## config.mk

```make
export PLATFORM = sky130hd
export DESIGN_NAME = ifetch_seq
export DESIGN_NICKNAME = d
export VERILOG_FILES = /design/src/rtl/ifetch_seq.sv
export SDC_FILE = /design/constraint.sdc
export NUM_CORES = 1
export LEC_CHECK = 0
export ABC_AREA = 1
export CORE_MARGIN = 2
export CORE_UTILIZATION = 35
export CTS_CLUSTER_SIZE = 14
export DETAILED_ROUTE_END_ITERATION = 10
export PLACE_DENSITY = 0.53
export RECOVER_POWER = 100
export SLEW_MARGIN = 20
export SYNTH_ARGS = -nofsm -noshare
export SYNTH_HDL_FRONTEND = slang
export SYNTH_SLANG_ARGS = --single-unit
```

## constraint.sdc

```tcl
create_clock -name clk -period 11.9 [get_ports clk]
set_clock_uncertainty 0.15 [all_clocks]
set_input_delay 1.19 -clock clk [delete_from_list [all_inputs] [get_ports clk]]
set_output_delay 1.19 -clock clk [all_outputs]
set_load 0.02 [all_outputs]
```

## src/rtl/ifetch_seq.sv

```systemverilog
// Instruction fetch sequencer: issues four byte reads per word, assembles them
// little-endian and pushes {instr, pc} into a small output FIFO.
module ifetch_seq #(
  parameter int                ADDR_W   = 8,
  parameter int                DEPTH    = 2,
  parameter logic [ADDR_W-1:0] RESET_PC = '0
) (
  input  logic              clk,
  input  logic              reset,
  input  logic              en,
  output logic              mem_re,
  output logic [ADDR_W-1:0] mem_addr,
  input  logic [7:0]        mem_rdata,
  output logic              out_valid,
  input  logic              out_ready,
  output logic [31:0]       out_instr,
  output logic [ADDR_W-1:0] out_pc,
  input  logic              redirect_valid,
  input  logic [ADDR_W-1:0] redirect_pc,
  output logic [15:0]       fetch_count
);
  localparam int CW = $clog2(DEPTH + 1);
  localparam int PW = (DEPTH > 1) ? $clog2(DEPTH) : 1;

  typedef enum logic {IDLE, ISSUE} state_e;
  typedef struct packed {
    logic [31:0]       instr;
    logic [ADDR_W-1:0] pc;
  } ent_t;

  state_e            state_q, state_d;
  logic [1:0]        k_q, k_d;
  logic [ADDR_W-1:0] pc_q, pc_d;
  logic              mem_re_q, mem_re_d;
  logic [ADDR_W-1:0] mem_addr_q, mem_addr_d;
  logic [CW-1:0]     rsv_q, rsv_d;
  logic              rd_vld_q;
  logic [1:0]        rd_lane_q;
  logic [ADDR_W-1:0] rd_addr_q;
  logic [2:0][7:0]   lane_q;
  ent_t              fifo_q [DEPTH];
  logic [PW-1:0]     wp_q, rp_q;
  logic [CW-1:0]     cnt_q;
  logic [15:0]       fcnt_q;

  logic              start, started, push, pop;
  logic [ADDR_W-1:0] tgt;

  function automatic logic [PW-1:0] ptr_inc(input logic [PW-1:0] p);
    return (p == PW'(DEPTH - 1)) ? '0 : p + PW'(1);
  endfunction

  // rsv_q counts FIFO entries plus words in flight, so a push never hits a full FIFO
  assign start = en && (rsv_q < CW'(DEPTH));
  assign tgt   = {redirect_pc[ADDR_W-1:2], 2'b00};
  assign push  = rd_vld_q && (rd_lane_q == 2'd3) && !redirect_valid;
  assign pop   = out_valid && out_ready && !redirect_valid;

  always_comb begin
    state_d    = state_q;
    k_d        = k_q;
    pc_d       = pc_q;
    mem_re_d   = 1'b0;
    mem_addr_d = mem_addr_q;
    started    = 1'b0;
    case (state_q)
      IDLE: if (start) begin
        state_d    = ISSUE;
        k_d        = 2'd0;
        mem_re_d   = 1'b1;
        mem_addr_d = pc_q;
        started    = 1'b1;
      end
      ISSUE: if (k_q != 2'd3) begin
        k_d        = k_q + 2'd1;
        mem_re_d   = 1'b1;
        mem_addr_d = pc_q + ADDR_W'(k_q) + ADDR_W'(1);
      end else begin
        pc_d = pc_q + ADDR_W'(4);
        k_d  = 2'd0;
        if (start) begin
          mem_re_d   = 1'b1;
          mem_addr_d = pc_q + ADDR_W'(4);
          started    = 1'b1;
        end else begin
          state_d = IDLE;
        end
      end
      default: state_d = IDLE;
    endcase
    if (redirect_valid) begin
      pc_d       = tgt;
      k_d        = 2'd0;
      started    = en;
      mem_re_d   = en;
      mem_addr_d = en ? tgt : mem_addr_q;
      state_d    = en ? ISSUE : IDLE;
    end
  end

  always_comb begin
    rsv_d = rsv_q;
    if (redirect_valid) rsv_d = en ? CW'(1) : '0;
    else                rsv_d = rsv_q + CW'(started) - CW'(pop);
  end

  always_ff @(posedge clk or posedge reset) begin
    if (reset) begin
      state_q    <= IDLE;
      k_q        <= '0;
      pc_q       <= RESET_PC;
      mem_re_q   <= 1'b0;
      mem_addr_q <= '0;
      rsv_q      <= '0;
    end else begin
      state_q    <= state_d;
      k_q        <= k_d;
      pc_q       <= pc_d;
      mem_re_q   <= mem_re_d;
      mem_addr_q <= mem_addr_d;
      rsv_q      <= rsv_d;
    end
  end

  // Read-return tracking: the byte on mem_rdata belongs to last cycle's read
  always_ff @(posedge clk or posedge reset) begin
    if (reset) begin
      rd_vld_q  <= 1'b0;
      rd_lane_q <= '0;
      rd_addr_q <= '0;
      lane_q    <= '0;
    end else begin
      rd_vld_q  <= mem_re_q && !redirect_valid;
      rd_lane_q <= k_q;
      rd_addr_q <= mem_addr_q;
      if (rd_vld_q && rd_lane_q != 2'd3) lane_q[rd_lane_q] <= mem_rdata;
    end
  end

  always_ff @(posedge clk or posedge reset) begin
    if (reset) begin
      for (int i = 0; i < DEPTH; i++) fifo_q[i] <= '0;
      wp_q   <= '0;
      rp_q   <= '0;
      cnt_q  <= '0;
      fcnt_q <= '0;
    end else if (redirect_valid) begin
      wp_q  <= '0;
      rp_q  <= '0;
      cnt_q <= '0;
    end else begin
      if (push) begin
        fifo_q[wp_q] <= '{instr: {mem_rdata, lane_q[2], lane_q[1], lane_q[0]},
                          pc:    rd_addr_q - ADDR_W'(3)};
        wp_q   <= ptr_inc(wp_q);
        fcnt_q <= fcnt_q + 16'd1;
      end
      if (pop) rp_q <= ptr_inc(rp_q);
      cnt_q <= cnt_q + CW'(push) - CW'(pop);
    end
  end

  assign mem_re      = mem_re_q;
  assign mem_addr    = mem_addr_q;
  assign out_valid   = (cnt_q != '0);
  assign out_instr   = fifo_q[rp_q].instr;
  assign out_pc      = fifo_q[rp_q].pc;
  assign fetch_count = fcnt_q;
endmodule

```

==> flow_summary_export.csv <==
group,metric,value,unit
status,status,"finished with violations",
status,violations,"max-capacitance violations, max-slew violations",
floorplan,initial_utilization,35.4,%
logic_synthesis,synth.area.top_cells,"dfrtp_1 (54%), nand2_1 (14%), o21ai_0 (5.3%)",
grt,antenna_found_initial,0,
clock_network,cts_max_level,4,
power_and_ir_drop,p_clk_share,32.9,%
routing,wl,15.6,mm
sta,period_needed,6.62,ns
placement,gp_congestion,0.795,
clock_network,cts_root_buffer,"clkbuf_16",
logic_synthesis,yosys.area.top_type,"dfrtp_1",
power_and_ir_drop,peakVddDrop,0.125,mV
critical_path,endpoint_kind,"output port",
clock_network,cts.clk_slew.worst_paths,0.06,ns
logic_synthesis,ys_seq_area_share,54.3,%
sta,worst_slew_pin_slew,3.48,ns
grt,grt_pass1_wl,26.3,mm
clock_network,cts_hold_buffers,0,
routing,wire_per_inst,13.4,um
sta,final-hold-violation-count,0,
routing,first_pass_iters,5,
clock_network,post-cts-setup-buffers,0,
placement,pre_cts_ws,7.55,ns
clock_network,clock_path_buffers,2,
clock_network,clk_latency,0.42,ns
flow_run,maxCapViolations,3,
power_and_ir_drop,swShare,32.3,%
finish,diodes,0,
logic_synthesis,ys_dominant_reg_cell,"dfrtp_1",
power_and_ir_drop,combPwrFrac,25.2,%
finish,drive_gt1_share,4.58,%
finish,fin_nets,913,
logic_synthesis,synth_area,7090,um^2
critical_path,path_cells,"clkbuf_1 > clkinv_1 > o21ai_0 > dlygate4sd3_1",
logic_synthesis,avgSynthCellArea,8.78,um^2
power_and_ir_drop,leakage,4.12,nW
placement,place.port_buffers,84,
critical_path,cp.arrival,5.28,ns
floorplan,num_io_pins,87,
sta,final.setup.worst_slack,5.28,ns
clock_network,cts_buffers,17,
routing,final_antenna_net_count,0,
floorplan,core-area,20000,um^2
routing,vias,5268,
power_and_ir_drop,power_switching,0.000552,W
clock_network,cts_tree,"done",
sta,slew_headroom,-134,%
logic_synthesis,yosysTopAreaCellShare,54.3,%
sta,max_freq,151,MHz
logic_synthesis,yosys_warnings,0,
logic_synthesis,synth_nets,839,
critical_path,worst_path_largest_cell_delay,1.90,ns
placement,dp.cells,1133,
clock_network,post_cts_resized,0,
sta,rsz0062_at_grt,"no",
critical_path,path_buf_inv,3,
critical_path,critPathTopFamily,"buffers and inverters",
grt,grtUsageTotal,15.5,%
critical_path,crit_type,"register to output port",
placement,dp_hpwl,10.2,mm
finish,synthToLayoutAreaGrowth,19.6,%
routing,vias_per_cell,4.52,
logic_synthesis,ys_types,37,
routing,drc,0,
logic_synthesis,synthArstFlopShare,100,%
critical_path,crit_fanout,65,
power_and_ir_drop,seqPwrFrac,41.9,%
power_and_ir_drop,power_density,201,nW/um^2
finish,layout.cells.non_filler,1165,
critical_path,worst_ep_required_time,10.56,ns
finish,nFillCells,2123,
grt,grt_max_degree,79,
logic_synthesis,synth_edf_count,0,
sta,finalSetupTns,0,ns
floorplan,die_h,146,um
floorplan,dieArea,21400,um^2
critical_path,cp_slowest_cell,"clkbuf_1",
grt,overflow,0,
logic_synthesis,ys_ff_latch,154,
floorplan,std_cell_rows,52,
sta,final-setup-viol-count,0,
floorplan,die_w,146,um
critical_path,crit_path_start_kind,"register",
grt,grt_pass1_vias,4975,
power_and_ir_drop,intPower,0.00116,W
routing,detail_route.iter0.violations,265,
sta,slew_viol_final,173,
hold_path,worstHoldPathType,"register to register",
sta,fin_crit_sh,55.6,%
logic_synthesis,syn-instance-count,808,
clock_network,cts.sinks,154,
## layer usage
layer / track usage (%) / routed length, um / share of wire, % / vias up
met3: 2.91 / 407 / 2.6 / 10
met4: 5.24 / 140 / 0.89 / 0
met2: 24.5 / 7240 / 46 / 83
met5: 0 / 0 / 0 / -
met1: 21.7 / 7860 / 50 / 2490
li1: - / - / - / 2685
## per-stage QoR
stage          power [W]  cell area [um^2]  hold WS [ns]  util [%]
5_1_grt          0.00181              8490         0.289      42.4
3_3_place_gp     0.00121              8080         0.261      40.3
6_report         0.00171              8490         0.273      42.4
3_5_place_dp     0.00122              8080         0.262      40.3
4_1_cts          0.00179              8690         0.281      43.4
2_1_floorplan    0.00100              7090         0.292         -
## logic make-up (layout without fill, tap and decap cells)
group                      count (synthesis)  count (layout)  share of synthesized area [%]
DFF                                      154             154                           54.3
buffers and inverters                    125             212                           8.08
and+or+nand+nor                          351             351                           20.5
xor gates and xnor gates                  21              21                           2.59
AOI/OAI and AO/OA                        147             147                           12.8
adders and majority gates                 10              10                           1.76
## registers in the layout, summed over array words and instances (netlist names), 2 cells and up
| name | count |
|---|---|
| fifo_q | 80 |
| lane_q | 24 |
| fetch_count | 16 |
| mem_addr | 8 |
| rd_addr_q | 8 |
| pc_q | 6 |
| cnt_q | 2 |
| k_q | 2 |
| rd_lane_q | 2 |
| rsv_q | 2 |
## Yosys cell counts (2+ instances only)
cell type / instances
a21oi_1: 11
a31oi_1: 6
buf_2: 2
buf_4: 4
buf_6: 10
clkbuf_1: 14
clkinv_1: 2
dfrtp_1: 154
ha_1: 10
inv_1: 88
inv_2: 2
nand2_1: 271
nand3_1: 23
nand4_1: 3
nor2_1: 39
nor2_8: 3
nor3_1: 5
o211ai_1: 2
o21ai_0: 75
o21ai_1: 10
o21ai_2: 38
o21bai_1: 2
xnor2_1: 7
xor2_1: 14
## power groups by stage
stage               Clock (W)  Combinational (W)  Sequential (W)
global placement            0           0.000489        0.000723
floorplan                   0           0.000285        0.000717
detailed placement          0           0.000494        0.000725
finish               0.000561           0.000430        0.000715
CTS                  0.000575           0.000496        0.000716
global route         0.000598           0.000483        0.000731
## placed cells by master, fill, tap and decap left out, drive strengths merged
cell / Yosys / layout
and2: 1 / 1
ha: 10 / 10
or2: 1 / 1
dlygate4sd3: 0 / 74
nor2: 43 / 43
o31ai: 1 / 1
xor2: 14 / 14
clkinvlp: 0 / 4
a21oi: 11 / 11
inv: 92 / 92
o21ai: 123 / 123
o21bai: 2 / 2
dfrtp: 154 / 154
bufinv: 0 / 3
o211ai: 2 / 2
clkdlybuf4s50: 0 / 9
xnor2: 7 / 7
nand2: 271 / 271
nand4: 3 / 3
nor3: 6 / 6
buf: 16 / 1
a31o: 1 / 1
clkbuf: 15 / 22
o221ai: 1 / 1
nand3: 25 / 25
nor3b: 1 / 1
a31oi: 6 / 6
clkinv: 2 / 7
## final timing paths
kind                             startpoint      endpoint  slack (ns)  depth (start not counted)
worst min register to register  mem_addr[5]  rd_addr_q[5]        0.27                          0
worst max-delay path                   rp_q     out_pc[3]        5.28                          4
worst max register to register     rd_vld_q    fifo_q[33]        7.17                          6
min in group asynchronous             reset   mem_addr[1]        2.08                          2
max in group asynchronous             reset    fifo_q[42]        7.37                          3
worst min-delay path            mem_addr[5]  rd_addr_q[5]        0.27                          0
## cell type report
cell class                      count  area, um^2  share of cell area, %
Sequential cell                   154        3850                   45.4
Multi-Input combinational cell    529        2480                   29.2
Timing Repair Buffer               86         846                   9.96
Clock buffer                       20         447                   5.26
Inverter                           94         358                   4.22
Tap cell                          270         338                   3.98
Clock inverter                     12         166                   1.96
(Power assumes the default switching activity.)
